File: src/rtl/seq_gen_serial_pkg.sv
// Shared definitions for the serial pattern generator: FSM state encoding
// (also used by the detector benches to decode state) and port-width helpers.
package seq_gen_pkg;

   typedef enum logic [1:0] {
      S_IDLE  = 2'b00,
      S_SHIFT = 2'b01,
      S_GAP   = 2'b10,
      S_DONE  = 2'b11
   } state_e;

   localparam int REPS_W = 4;
   localparam int GAP_W  = 4;

   // len must be able to express WIDTH itself, hence the extra bit.
   function automatic int len_width(input int width);
      return $clog2(width) + 1;
   endfunction

   function automatic int cnt_width(input int width);
      return $clog2(width);
   endfunction

endpackage

File: src/rtl/seq_gen_serial_piso_shift.sv
// Parallel-load pattern register with a bit-index counter; the selected bit
// is pattern[cnt], counting down from len-1 and reloading after bit 0.
module piso_shift #(
   parameter int WIDTH = 8,
   parameter int LEN_W = 4,
   parameter int CNT_W = 3
) (
   input  logic             clk,
   input  logic             rst,
   input  logic             load,
   input  logic             shift,
   input  logic [WIDTH-1:0] pattern,
   input  logic [LEN_W-1:0] len,
   output logic             bit_out,
   output logic             last
);

   logic [WIDTH-1:0] pat_q, pat_d;
   logic [CNT_W-1:0] cnt_q, cnt_d;
   logic [CNT_W-1:0] top_q, top_d;

   always_comb begin
      pat_d = pat_q;
      cnt_d = cnt_q;
      top_d = top_q;
      if (load) begin
         // len arrives already clamped to WIDTH, so len-1 fits the counter
         pat_d = pattern;
         cnt_d = CNT_W'(len - LEN_W'(1));
         top_d = CNT_W'(len - LEN_W'(1));
      end else if (shift) begin
         cnt_d = (cnt_q == '0) ? top_q : cnt_q - CNT_W'(1);
      end
   end

   always_ff @(posedge clk) begin
      if (rst) begin
         cnt_q <= '0;
         top_q <= '0;
      end else begin
         cnt_q <= cnt_d;
         top_q <= top_d;
      end
   end

   always_ff @(posedge clk) begin
      pat_q <= pat_d;
   end

   assign bit_out = pat_q[cnt_q];
   assign last    = (cnt_q == '0);

endmodule

File: src/rtl/seq_gen_serial.sv
// Serial pattern generator: sends a captured pattern MSB-first, reps times,
// with GAP_CYCLES idle cycles between repetitions. All outputs are registered.
module seq_gen_serial
   import seq_gen_pkg::*;
#(
   parameter int WIDTH      = 8,
   parameter int GAP_CYCLES = 2
) (
   input  logic                        clk,
   input  logic                        rst,
   input  logic                        start,
   input  logic [WIDTH-1:0]            pattern,
   input  logic [len_width(WIDTH)-1:0] len,
   input  logic [3:0]                  reps,
   output logic                        dout,
   output logic                        dout_valid,
   output logic                        busy,
   output logic                        done,
   output logic [1:0]                  state
);

   localparam int LEN_W = len_width(WIDTH);
   localparam int CNT_W = cnt_width(WIDTH);
   localparam logic [GAP_W-1:0] GAP_LAST =
      GAP_W'((GAP_CYCLES > 0) ? GAP_CYCLES - 1 : 0);

   state_e            state_q, state_d;
   logic [REPS_W-1:0] rep_q, rep_d;
   logic [GAP_W-1:0]  gap_q, gap_d;
   logic              dout_q, dout_d;
   logic              dout_valid_q, dout_valid_d;
   logic              busy_q, busy_d;
   logic              done_q, done_d;

   logic              load, shift;
   logic              bit_out, last;
   logic [LEN_W-1:0]  len_eff;

   assign len_eff = (len > LEN_W'(WIDTH)) ? LEN_W'(WIDTH) : len;

   piso_shift #(
      .WIDTH (WIDTH),
      .LEN_W (LEN_W),
      .CNT_W (CNT_W)
   ) u_piso (
      .clk     (clk),
      .rst     (rst),
      .load    (load),
      .shift   (shift),
      .pattern (pattern),
      .len     (len_eff),
      .bit_out (bit_out),
      .last    (last)
   );

   always_comb begin
      state_d = state_q;
      rep_d   = rep_q;
      gap_d   = gap_q;
      load    = 1'b0;
      shift   = 1'b0;
      case (state_q)
         S_IDLE: begin
            if (start) begin
               load  = 1'b1;
               rep_d = (reps == 4'd0) ? 4'd0 : reps - 4'd1;
               if (len == '0 || reps == 4'd0) state_d = S_DONE;
               else                           state_d = S_SHIFT;
            end
         end
         S_SHIFT: begin
            shift = 1'b1;
            if (last) begin
               if (rep_q == 4'd0) begin
                  state_d = S_DONE;
               end else begin
                  rep_d = rep_q - 4'd1;
                  if (GAP_CYCLES == 0) begin
                     state_d = S_SHIFT;
                  end else begin
                     state_d = S_GAP;
                     gap_d   = GAP_LAST;
                  end
               end
            end
         end
         S_GAP: begin
            if (gap_q == '0) state_d = S_SHIFT;
            else             gap_d   = gap_q - GAP_W'(1);
         end
         S_DONE:  state_d = S_IDLE;
         default: state_d = S_IDLE;
      endcase
   end

   // Outputs are registered from the current state, so they trail state by one cycle.
   always_comb begin
      dout_d       = (state_q == S_SHIFT) && bit_out;
      dout_valid_d = (state_q == S_SHIFT);
      busy_d       = (state_q != S_IDLE);
      done_d       = (state_q == S_DONE);
   end

   always_ff @(posedge clk) begin
      if (rst) begin
         state_q      <= S_IDLE;
         rep_q        <= '0;
         gap_q        <= '0;
         dout_q       <= 1'b0;
         dout_valid_q <= 1'b0;
         busy_q       <= 1'b0;
         done_q       <= 1'b0;
      end else begin
         state_q      <= state_d;
         rep_q        <= rep_d;
         gap_q        <= gap_d;
         dout_q       <= dout_d;
         dout_valid_q <= dout_valid_d;
         busy_q       <= busy_d;
         done_q       <= done_d;
      end
   end

   assign dout       = dout_q;
   assign dout_valid = dout_valid_q;
   assign busy       = busy_q;
   assign done       = done_q;
   assign state      = state_q;

endmodule
File: config.mk
export PLATFORM = sky130hd
export DESIGN_NAME = seq_gen_serial
export DESIGN_NICKNAME = d
export VERILOG_FILES = /design/src/rtl/seq_gen_serial_pkg.sv /design/src/rtl/seq_gen_serial_piso_shift.sv /design/src/rtl/seq_gen_serial.sv
export SDC_FILE = /design/constraint.sdc
export NUM_CORES = 1
export LEC_CHECK = 0
export BUFFER_PORTS_ARGS = -buffer_cell sky130_fd_sc_hd__buf_4
export CORE_ASPECT_RATIO = 0.9
export CORE_MARGIN = 1
export CORE_UTILIZATION = 28
export DETAILED_ROUTE_END_ITERATION = 16
export PLACE_DENSITY = 0.48
export REMOVE_ABC_BUFFERS = 1
export SLEW_MARGIN = 5
export SYNTH_ARGS = -nofsm -noshare
export SYNTH_HDL_FRONTEND = slang
export SYNTH_HIERARCHICAL = 1
export SYNTH_SLANG_ARGS = --single-unit
File: constraint.sdc
create_clock -name clk -period 2 [get_ports clk]
set_input_delay 0.1 -clock clk [delete_from_list [all_inputs] [get_ports clk]]
set_output_delay 0.1 -clock clk [all_outputs]
set_load 0.01 [all_outputs]
==> metrics.txt <==
reg-to-reg endpoint rep_q[0]; pre-CTS WS 196 ps; CTS tree done; clock tree buffer depth 2; worst hold path type in -> reg; DRC 0; Slew Limit Fails 0; drt total wl 3.13 mm; Overall Global Routing Usage 12.3%; clock skew 10.3 ps; Port Buffers 24; clk_lat worst skew 280 ps; Syn. warnings 6; CP Class reg -> reg; Final Setup Violations 0; Max transition margin 65.5%; critical path endpoint rep_q[0]; Post-Syn Instances 150; worst-margin pin slew 517 ps; Vias/cell 4.78; Starting Density 29.8%; initial drt markers 47; Root Buffer clkbuf_8; Final WS setup 155 ps; n_diodes 0; I/O Pins 25; post-DP HPWL 2.36 mm; Pwr Density 885 nW/um^2; Leak Pwr 0.000736 uW; die area 5580 sq um; DRT antenna net count 0; Die Ht 70.9 um; Initial DRT Pass Iterations 4; largest net degree at the start of global routing 19; clock tree sinks 28; RSZ-0062 raised after global routing no; share of layout cells above drive strength 1 22.6%; crit path launch type register; GPL Wtd Cong 0.815; Peak VDD IR 0.273 mV; FF-to-FF Start u_piso/cnt_q[0]; Crit. End Element register; DP Area 1730 sq um; Post-CTS Setup Inserts 0; Post-Syn Area 1480 sq um; die width 78.6 um; Design Area, Final 1860 sq um; syn avg cell area 9.86 sq um; via count 1199; clock-pin slew on the worst setup and hold paths 100 ps; Setup TNS Final 0 ps; CP startpoint u_piso/cnt_q[0]; commonest non-fill, non-tap cell in the layout buf_4; leading cell types in the layout, fill and taps excluded 28 x buf_4, 20 x dfxtp_1, 14 x inv_1, 13 x a21oi_1, 12 x nand2_1; area delta synth->final 25.6%; required time worst endpoint 2210 ps; minimum clock period 1850 ps; Fin. Hold Viols 0; wire per inst 12.5 um; nets 212; cts bufs inserted 3; cell row count 24; grt total ovfl 0; status finished clean; number of H-tree levels 1; Worst R2R Path Depth 8; Max Freq 542 MHz; R2R Setup Slk 150 ps; core area 4950 sq um; vias in the first global route 1098; fin crit share 92.3%; crit path max fanout 7; first-pass GRT wire length 5.31 mm; Arrival @ worst endpoint 2050 ps; MaxCap Viol Count 0; initial antenna violation count 0
[repair_timing]
item	CTS	global route
hold buffers	8	0
resized for setup	0	0
hold endpoints to repair	8	0
[layer usage]
| metal | global-route usage (%) | vias up | share of wire [%] | wire, um |
|---|---|---|---|---|
| met3 | 3.48 | 4 | 3.2 | 100 |
| met4 | 3.09 | 0 | 0.80 | 25 |
| met1 | 18.0 | 562 | 53 | 1650 |
| met2 | 17.8 | 19 | 43 | 1350 |
| li1 | - | 614 | - | - |
| met5 | 0 | - | 0 | 0 |
[critical path, stage by stage (launching register included)]
cell	delay, ps
dfxtp_1	360
inv_1	110
ha_1	200
nand2b_1	130
inv_1	140
nand2_1	120
a221oi_4	410
o21ai_1	130
a21oi_1	180
[flip-flops by register name, indices dropped and copies added (netlist names)]
| name | flops |
|---|---|
| busy | 1 |
| done | 1 |
| dout | 1 |
| dout_valid | 1 |
| gap_q | 4 |
| rep_q | 4 |
| state | 2 |
| u_piso/cnt_q | 3 |
| u_piso/pat_q | 8 |
| u_piso/top_q | 3 |
[power breakdown]
group	total [uW]	switching, uW	internal, uW	leakage (uW)
clock network	313	170	143	0.0000228
logic	598	314	284	0.000473
registers	733	64.5	669	0.000241
[cell type report]
class | instances | area [sq um]
Multi-Input combinational cell | 103 | 744
Timing Repair Buffer | 36 | 290
Inverter | 15 | 56.3
Fill cell | 530 | 3100
Sequential cell | 28 | 641
Tap cell | 65 | 81.3
Clock buffer | 4 | 45.0
[how the worst min path moves through the flow]
stage | from | endpoint | slack, ps | cells past startpoint
CTS | rst | rep_q[1] | 120 | 2
detailed placement | pattern[0] | u_piso/pat_q[0] | 280 | 1
global placement | pattern[3] | u_piso/pat_q[3] | 280 | 1
global route | rst | rep_q[3] | 130 | 2
finish | rst | rep_q[1] | 120 | 2
floorplan | rst | gap_q[1] | 170 | 1
[per-stage QoR]
step                      std cells  power [uW]  util [%]  hold slack (ps)
after CTS                       251        1660      37.5              123
after floorplan                 146        1150         -              169
after global routing            251        1770      37.5              132
after global placement          239        1320      35.0              279
after detailed placement        239        1330      35.0              279
final                           251        1640      37.5              124
No activity file was read; power rests on OpenSTA's default activity.
